## src/rtl/buzzer_sequencer_if.sv

```systemverilog
// Host-side bundle for the buzzer sequencer: score writes, playback control,
// status flags and the drive signals towards the tone generator.
interface buzzer_sequencer_if;
    logic        wr_en;
    logic [3:0]  wr_addr;
    logic [15:0] wr_data;
    logic        start;
    logic [3:0]  start_addr;
    logic        loop;
    logic        stop;
    logic        busy;
    logic        done;
    logic [3:0]  cur_addr;
    logic        buzz_enable;
    logic [3:0]  buzz_note;
    logic [2:0]  buzz_octave;

    modport master (
        output wr_en, wr_addr, wr_data, start, start_addr, loop, stop,
        input  busy, done, cur_addr, buzz_enable, buzz_note, buzz_octave
    );

    modport slave (
        input  wr_en, wr_addr, wr_data, start, start_addr, loop, stop,
        output busy, done, cur_addr, buzz_enable, buzz_note, buzz_octave
    );
endinterface

```

## src/rtl/buzzer_sequencer.sv

```systemverilog
// Steps through a 16-entry host-written score and drives note/octave/enable
// of the buzzer tone generator, with per-entry durations, gaps and looping.
module buzzer_sequencer #(
    parameter int TICK_CYCLES = 500000,
    parameter int GAP_CYCLES  = 0
) (
    input  logic              clk_50mhz,
    input  logic              rst_n,
    buzzer_sequencer_if.slave bus
);
    localparam int PW = (TICK_CYCLES > 1) ? $clog2(TICK_CYCLES) : 1;
    localparam int GW = (GAP_CYCLES > 1) ? $clog2(GAP_CYCLES) : 1;
    localparam logic [PW-1:0] PRESC_LAST = PW'(TICK_CYCLES - 1);
    localparam logic [GW-1:0] GAP_LAST   = GW'((GAP_CYCLES > 0) ? GAP_CYCLES - 1 : 0);

    typedef enum logic [1:0] {S_IDLE, S_FETCH, S_PLAY, S_GAP} state_t;

    logic [15:0] score_q [16];

    state_t        state_q, state_d;
    logic [3:0]    cur_addr_q, cur_addr_d;
    logic [3:0]    start_addr_q, start_addr_d;
    logic [PW-1:0] presc_q, presc_d;
    logic [7:0]    ticks_q, ticks_d;
    logic [GW-1:0] gap_q, gap_d;
    logic          last_q, last_d;
    logic          busy_q, busy_d;
    logic          done_q, done_d;
    logic          buzz_enable_q, buzz_enable_d;
    logic [3:0]    buzz_note_q, buzz_note_d;
    logic [2:0]    buzz_octave_q, buzz_octave_d;

    logic [15:0]   entry;
    logic          entry_rest;
    logic [7:0]    entry_dur;
    logic          advance;

    // Score storage survives reset so the host does not have to reload it.
    always_ff @(posedge clk_50mhz) begin
        if (bus.wr_en) begin
            score_q[bus.wr_addr] <= bus.wr_data;
        end
    end

    always_comb begin
        entry         = score_q[cur_addr_q];
        entry_rest    = (entry[3:0] >= 4'd12);
        entry_dur     = (entry[14:7] == 8'd0) ? 8'd1 : entry[14:7];
        advance       = 1'b0;
        state_d       = state_q;
        cur_addr_d    = cur_addr_q;
        start_addr_d  = start_addr_q;
        presc_d       = presc_q;
        ticks_d       = ticks_q;
        gap_d         = gap_q;
        last_d        = last_q;
        busy_d        = busy_q;
        done_d        = 1'b0;
        buzz_enable_d = buzz_enable_q;
        buzz_note_d   = buzz_note_q;
        buzz_octave_d = buzz_octave_q;

        case (state_q)
            S_IDLE: begin
                if (bus.start && !bus.stop) begin
                    start_addr_d = bus.start_addr;
                    cur_addr_d   = bus.start_addr;
                    busy_d       = 1'b1;
                    state_d      = S_FETCH;
                end
            end
            S_FETCH: begin
                buzz_note_d   = entry_rest ? 4'd0 : entry[3:0];
                buzz_octave_d = entry[6:4];
                buzz_enable_d = !entry_rest;
                ticks_d       = entry_dur;
                last_d        = entry[15];
                presc_d       = '0;
                state_d       = S_PLAY;
            end
            S_PLAY: begin
                if (presc_q == PRESC_LAST) begin
                    presc_d = '0;
                    ticks_d = ticks_q - 8'd1;
                    if (ticks_q == 8'd1) begin
                        buzz_enable_d = 1'b0;
                        if (GAP_CYCLES > 0) begin
                            gap_d   = '0;
                            state_d = S_GAP;
                        end else begin
                            advance = 1'b1;
                        end
                    end
                end else begin
                    presc_d = presc_q + PW'(1);
                end
            end
            S_GAP: begin
                if (gap_q == GAP_LAST) begin
                    advance = 1'b1;
                end else begin
                    gap_d = gap_q + GW'(1);
                end
            end
            default: state_d = S_IDLE;
        endcase

        // The last flag was captured at fetch; loop is sampled live here.
        if (advance) begin
            buzz_enable_d = 1'b0;
            if (!last_q) begin
                cur_addr_d = cur_addr_q + 4'd1;
                state_d    = S_FETCH;
            end else if (bus.loop) begin
                cur_addr_d = start_addr_q;
                state_d    = S_FETCH;
            end else begin
                busy_d  = 1'b0;
                done_d  = 1'b1;
                state_d = S_IDLE;
            end
        end

        if (bus.stop) begin
            state_d       = S_IDLE;
            busy_d        = 1'b0;
            done_d        = 1'b0;
            buzz_enable_d = 1'b0;
            cur_addr_d    = cur_addr_q;
        end
    end

    always_ff @(posedge clk_50mhz or negedge rst_n) begin
        if (!rst_n) begin
            state_q       <= S_IDLE;
            cur_addr_q    <= '0;
            start_addr_q  <= '0;
            presc_q       <= '0;
            ticks_q       <= '0;
            gap_q         <= '0;
            last_q        <= 1'b0;
            busy_q        <= 1'b0;
            done_q        <= 1'b0;
            buzz_enable_q <= 1'b0;
            buzz_note_q   <= '0;
            buzz_octave_q <= '0;
        end else begin
            state_q       <= state_d;
            cur_addr_q    <= cur_addr_d;
            start_addr_q  <= start_addr_d;
            presc_q       <= presc_d;
            ticks_q       <= ticks_d;
            gap_q         <= gap_d;
            last_q        <= last_d;
            busy_q        <= busy_d;
            done_q        <= done_d;
            buzz_enable_q <= buzz_enable_d;
            buzz_note_q   <= buzz_note_d;
            buzz_octave_q <= buzz_octave_d;
        end
    end

    assign bus.busy        = busy_q;
    assign bus.done        = done_q;
    assign bus.cur_addr    = cur_addr_q;
    assign bus.buzz_enable = buzz_enable_q;
    assign bus.buzz_note   = buzz_note_q;
    assign bus.buzz_octave = buzz_octave_q;
endmodule

```

## src/flat_wrapper.sv

```systemverilog
// flat-port wrapper written by rule: the top's interface ports become plain ports
module buzzer_sequencer_flat 
#(
    parameter int TICK_CYCLES = 500000,
    parameter int GAP_CYCLES  = 0
)
  (clk_50mhz, rst_n, bus_wr_en, bus_wr_addr, bus_wr_data, bus_start, bus_start_addr, bus_loop, bus_stop, bus_busy, bus_done, bus_cur_addr, bus_buzz_enable, bus_buzz_note, bus_buzz_octave);
  buzzer_sequencer_if bus_i ();
  input  logic clk_50mhz;
  input  logic rst_n;
  input wire logic [$bits(bus_i.wr_en)-1:0] bus_wr_en;
  input wire logic [$bits(bus_i.wr_addr)-1:0] bus_wr_addr;
  input wire logic [$bits(bus_i.wr_data)-1:0] bus_wr_data;
  input wire logic [$bits(bus_i.start)-1:0] bus_start;
  input wire logic [$bits(bus_i.start_addr)-1:0] bus_start_addr;
  input wire logic [$bits(bus_i.loop)-1:0] bus_loop;
  input wire logic [$bits(bus_i.stop)-1:0] bus_stop;
  output wire logic [$bits(bus_i.busy)-1:0] bus_busy;
  output wire logic [$bits(bus_i.done)-1:0] bus_done;
  output wire logic [$bits(bus_i.cur_addr)-1:0] bus_cur_addr;
  output wire logic [$bits(bus_i.buzz_enable)-1:0] bus_buzz_enable;
  output wire logic [$bits(bus_i.buzz_note)-1:0] bus_buzz_note;
  output wire logic [$bits(bus_i.buzz_octave)-1:0] bus_buzz_octave;
  assign bus_i.wr_en = bus_wr_en;
  assign bus_i.wr_addr = bus_wr_addr;
  assign bus_i.wr_data = bus_wr_data;
  assign bus_i.start = bus_start;
  assign bus_i.start_addr = bus_start_addr;
  assign bus_i.loop = bus_loop;
  assign bus_i.stop = bus_stop;
  assign bus_busy = bus_i.busy;
  assign bus_done = bus_i.done;
  assign bus_cur_addr = bus_i.cur_addr;
  assign bus_buzz_enable = bus_i.buzz_enable;
  assign bus_buzz_note = bus_i.buzz_note;
  assign bus_buzz_octave = bus_i.buzz_octave;
  buzzer_sequencer #(.TICK_CYCLES(TICK_CYCLES), .GAP_CYCLES(GAP_CYCLES)) u_core (.clk_50mhz(clk_50mhz), .rst_n(rst_n), .bus(bus_i));
endmodule
```

## config.mk

```make
export PLATFORM = sky130hd
export DESIGN_NAME = buzzer_sequencer_flat
export DESIGN_NICKNAME = d
export VERILOG_FILES = /design/src/rtl/buzzer_sequencer_if.sv /design/src/rtl/buzzer_sequencer.sv /design/src/flat_wrapper.sv
export SDC_FILE = /design/constraint.sdc
export NUM_CORES = 1
export LEC_CHECK = 0
export ABC_AREA = 1
export ABC_CLOCK_PERIOD_IN_PS = 3590
export CORE_MARGIN = 2
export CORE_UTILIZATION = 40
export DETAILED_ROUTE_END_ITERATION = 16
export PLACE_DENSITY_LB_ADDON = 0.3
export RECOVER_POWER = 25
export SYNTH_ARGS = -nofsm -noshare
export SYNTH_HDL_FRONTEND = slang
export SYNTH_SLANG_ARGS = --single-unit
```

## constraint.sdc

```tcl
create_clock -name clk_50mhz -period 3.59 [get_ports clk_50mhz]
set_input_delay 0.718 -clock clk_50mhz [delete_from_list [all_inputs] [get_ports clk_50mhz]]
set_output_delay 0.718 -clock clk_50mhz [all_outputs]
set_load 0.05 [all_outputs]
```

# After elaboration in Yosys (flattened, before gate mapping)
# Memory sizes are Yosys's and may differ from the RTL's.
# Index checks and enable logic that the tools add are counted.
dict set report op_classes {
  n_addsub 4
  magnitude_cmp 1
  eq_ne 9
  muxes 39
  n_reduce_logical 12
}
# operator n
set ops {}
lappend ops {{one-hot mux 19 bit (2 select lines)} 1}
lappend ops {{two-way mux 4 bit} 6}
lappend ops {{two-way mux 1 bit} 21}
lappend ops {{adder 19 x 1 -> 19 bit, second input constant} 1}
lappend ops {{== test 19 bit, second input constant} 1}
lappend ops {{two-way mux 19 bit} 1}
lappend ops {{two-way mux 8 bit} 2}
lappend ops {{one-hot mux 8 bit (2 select lines)} 1}
lappend ops {{inequality test 4 x 2 -> 1 bit, second input constant} 3}
lappend ops {{== test 8 x 1 -> 1 bit, second input constant} 1}
lappend ops {{zero test 8 bit} 1}
lappend ops {{two-way mux 2 bit} 4}
lappend ops {{nonzero test 4 bit} 2}
lappend ops {{subtractor 8 x 1 -> 8 bit, second input constant} 1}
lappend ops {{AND reduction 2 bit} 3}
lappend ops {{adder 4 x 1 -> 4 bit, second input constant} 1}
lappend ops {{== test 2 bit, second input constant} 2}
lappend ops {{>= comparator 4 bit, second input constant} 1}
lappend ops {{one-hot mux 1 bit (2 select lines)} 2}
lappend ops {{one-hot mux 2 bit (2 select lines)} 1}
lappend ops {{AND reduction 3 bit} 1}
lappend ops {{== test 2 x 1 -> 1 bit, second input constant} 1}
lappend ops {{zero test 1 bit} 2}
lappend ops {{zero test 2 bit} 1}
lappend ops {{other kinds (4)} 4}
dict set report word_totals {
  reg_bits 49
  ram_bits 256
  inputBits 30
  output_inout_bits 14
  wordCells 78
  n_memories 1
}
# memory words width read_ports rd_ports_with_merged_regs wr line_no
set memory_table {}
lappend memory_table {u_core.score_q 16 16 1 0 1 buzzer_sequencer.sv:18} ;# logic [15:0] score_q [16];

# Depth between registers and ports, before layout
dict set report logic_depth {
  word_depth 8
  mapped_depth 14
  ltp_nobuf 12
}

# Worst setup path before layout
# Ideal clock, no wire load.
dict set report synth_timing {
  path_kind {in2reg}
  start {input bus_wr_addr[2]}
  end {memory u_core.score_q[10][0] (enable)}
  setup_time_ps 388
  arrival_ps 1629
  required_time_ps 3202
  setup_slack_ps 1572
  path_stages 2
  path_buffers 0
  path_cell_list {nand3b_1 -> nor2_1}
}
# element line_no
set synth_rtl {}
lappend synth_rtl {{start: declaration} flat_wrapper.sv:12} ;# input wire logic [$bits(bus_i.wr_addr)-1:0] bus_wr_addr;
lappend synth_rtl {{end: declaration} buzzer_sequencer.sv:18}
# Straight into the memory's write port.

# Final worst setup path
dict set report layout_timing {
  start {register u_core.cur_addr_q[0] (netlist: u_core.bus.cur_addr[0])}
  end {output bus_cur_addr[0]}
}
# element line_no
set layout_rtl {}
lappend layout_rtl {{start: declaration} buzzer_sequencer.sv:21} ;# logic [3:0] cur_addr_q, cur_addr_d;
lappend layout_rtl {{start signal: assignment} buzzer_sequencer.sv:149} ;# cur_addr_q <= cur_addr_d;
lappend layout_rtl {{end: declaration} flat_wrapper.sv:20} ;# output wire logic [$bits(bus_i.cur_addr)-1:0] bus_cur_addr;
# No word-level cell between the ends.

==> flow_summary.json <==
{
  "yosys.area.top_type_share_pct": 59.0,
  "grt.total_usage_pct": 18.6,
  "postCtsSetupRepairBufs": 0,
  "layout.cells.non_filler": 1675,
  "first_global_vias": 8491,
  "cts_hold_buf": 0,
  "rows": 66,
  "rsz0062_at_grt": "false",
  "wl_per_cell_um": 18.6,
  "finalCriticalPeriod_ps": 3100,
  "placed_cell_area_mm2": 0.0139,
  "yosys.area.top_type": "edfxtp_1",
  "die_h_um": 184,
  "p_leak_nw": 5.39,
  "seqCellArea_mm2": 0.00889,
  "hold_violations": 0,
  "cts_root_buf": "clkbuf_16",
  "yosys-top-cells-area": "edfxtp_1, dfrtp_1, nand2_1",
  "crit_path_start_kind": "flop",
  "drt_iter0_markers": 839,
  "setup_viol": 0,
  "syn_nets": 1210,
  "ys.flop_type": "edfxtp_1",
  "ys_types": 51,
  "post-dp-hpwl_um": 19600,
  "cts.clk_slew.worst_paths_ps": 60,
  "place_inst": 1618,
  "port_buffers": 43,
  "ys_seq_area_share_pct": 68.3,
  "fin_crit_sh_pct": 86.3,
  "worst_slack_ps": 493,
  "ios": 44,
  "timing.fmax_mhz": 323,
  "fin_area_mm2": 0.0149,
  "endpoint_kind": "output port",
  "die_area_mm2": 0.0340,
  "fillerInstances": 2939,
  "syn_to_final_growth_pct": 14.3,
  "ys_ff_latch": 304,
  "powerDensity_mw_per_mm2": 769,
  "cts_buffer_depth": 3,
  "drc": 0,
  "grt_max_degree": 142,
  "maxCapViolCount": 1,
  "gp_congestion": 0.838,
  "firstDrtPassIters": 5,
  "tns_ps": 0,
  "syn_area_mm2": 0.0130,
  "final_util_pct": 46.1,
  "multi_input_area_mm2": 0.00357,
  "worstPathArrival_ps": 2380,
  "hold_class": "flop to flop",
  "grt_pass1_wl_um": 48100,
  "slew_headroom_pct": -25.6,
  "outcome": "finished, violations left",
  "worst_slew_pin_slew_ps": 1880,
  "cp.required_ps": 2870,
  "pre_cts_ws_ps": 848,
  "grt_overflow_total": 0,
  "syn_inst": 1171,
  "worstSetupPathType": "flop to output port",
  "ys.warnings.count": 0,
  "fp.dieW_um": 184,
  "violations": "max-capacitance violations, max-slew violations",
  "synth_edf_count": 256,
  "power_mw": 11.4,
  "routed_wl_um": 31100,
  "core_area_mm2": 0.0323,
  "layout-drive-gt1-share_pct": 8.11,
  "clock_skew_ps": 18.0,
  "cts_resized": 0,
  "htreeDepth": 1,
  "ant_nets": 0,
  "antenna_found_initial": 0,
  "cts_tree": "yes",
  "syn_avg_cell_area_um2": 11.1,
  "critPathMaxFanout": 141,
  "cts.sinks": 304,
  "diodes": 0,
  "max-vdd-ir-drop_mv": 0.462,
  "slew_viol_final": 32,
  "ys_async_sr_fraction_pct": 15.8,
  "hold-worst-slack_ps": 487,
  "start_util_pct": 40.3,
  "clock_latency_ps": 570,
  "via_per_inst": 5.18,
  "nets": 1248,
  "cts_buffers": 31,
  "vias": 8670
}
-- flip-flops by register name (all words and copies together) (netlist names) --
register                count
u_core.bus.buzz_enable      1
u_core.presc_q             19
u_core.start_addr_q         4
u_core.bus.busy             1
u_core.bus.done             1
u_core.bus.cur_addr         4
u_core.ticks_q              8
u_core.state_q              2
u_core.bus.buzz_octave      3
u_core.last_q               1
u_core.bus.buzz_note        4
u_core.score_q            256
-- per-layer routing --
layer / up-vias / global-route usage [%] / routed length (µm)
met5: - / 0 / 0
met3: 45 / 4.60 / 2360
met2: 275 / 29.5 / 14200
met1: 4205 / 25.8 / 13900
met4: 0 / 4.26 / 609
li1: 4145 / - / -
-- layout by cell type, fill, tap and decap left out, types with 3 or more instances in the layout --
cell type,n
a211oi_1,3
a21oi_1,49
a22oi_1,4
a31oi_1,3
buf_12,3
buf_4,13
bufinv_16,4
clkbuf_1,10
clkbuf_16,31
clkdlybuf4s50_1,33
clkinv_1,8
clkinv_2,4
dfrtp_1,47
dlygate4sd3_1,9
edfxtp_1,256
ha_1,9
inv_1,55
inv_2,5
mux2i_1,5
nand2_1,282
nand3_1,62
nand3_2,4
nand4_1,7
nor2_1,135
nor2_2,18
nor3_1,10
o2111ai_1,4
o211ai_1,10
o21ai_0,89
o21ai_1,7
o22ai_1,17
o31ai_1,3
-- cell families (layout without fill, tap and decap cells) --
logic type                 Yosys count  in the layout  share of synthesized area [%]
DFF                                304            304                           68.3
and+or+nand+nor                    532            532                           17.0
buffers and inverters              118            180                           4.57
AOI/OAI and AO/OA                  200            200                           8.75
adders and majority gates            9              9                          0.865
muxes                                5              5                          0.384
xor gates and xnor gates             3              3                          0.202
-- synth_stat cells, drive strengths merged (3+ instances only) --
cell and number:
a211oi 3, a21oi 51, a22oi 4, a31oi 3
buf 47, clkbuf 9, dfrtp 48, edfxtp 256
ha 9, inv 61, mux2i 5, nand2 285
nand3 66, nand4 7, nor2 155, nor3 11
o2111ai 4, o211ai 10, o21ai 98, o22ai 17
o31ai 4
-- final cells by class --
| cell class | instances | area share [%] |
|---|---|---|
| clock buffer | 40 | 5.58 |
| tap | 442 | 3.72 |
| clock inverter | 17 | 1.38 |
| timing repair buffer | 61 | 3.96 |
| inverter | 62 | 1.57 |
| sequential | 304 | 59.8 |
| multi-input combinational | 749 | 24.0 |
-- critical path: stages (launching register included) --
cell and delay, ps:
dfrtp_4 430, buf_12 470, clkdlybuf4s50_1 920
-- power by group --
| group | switching (mW) | total, mW | internal [mW] |
|---|---|---|---|
| sequential | 0.145 | 4.20 | 4.05 |
| clock | 1.33 | 3.25 | 1.92 |
| combinational | 2.83 | 3.99 | 1.16 |
-- final timing paths --
| path | endpoint | slack [ps] | startpoint | cells past startpoint |
|---|---|---|---|---|
| min | u_core.bus.buzz_octave[2]$_DFFE_PN0P_ | 490 | u_core.bus.buzz_octave[2]$_DFFE_PN0P_ | 2 |
| max in group asynchronous | u_core.bus.cur_addr[0]$_DFFE_PN0N_ | 1580 | rst_n | 1 |
| min in group asynchronous | u_core.presc_q[11]$_DFFE_PN0P_ | 670 | rst_n | 1 |
| min reg2reg | u_core.bus.buzz_octave[2]$_DFFE_PN0P_ | 490 | u_core.bus.buzz_octave[2]$_DFFE_PN0P_ | 2 |
| max reg2reg | u_core.bus.buzz_enable$_DFFE_PN0P_ | 1210 | u_core.bus.cur_addr[0]$_DFFE_PN0N_ | 13 |
| max | bus_cur_addr[0] | 490 | u_core.bus.cur_addr[0]$_DFFE_PN0N_ | 2 |
Power figures use the tool's default switching activity.
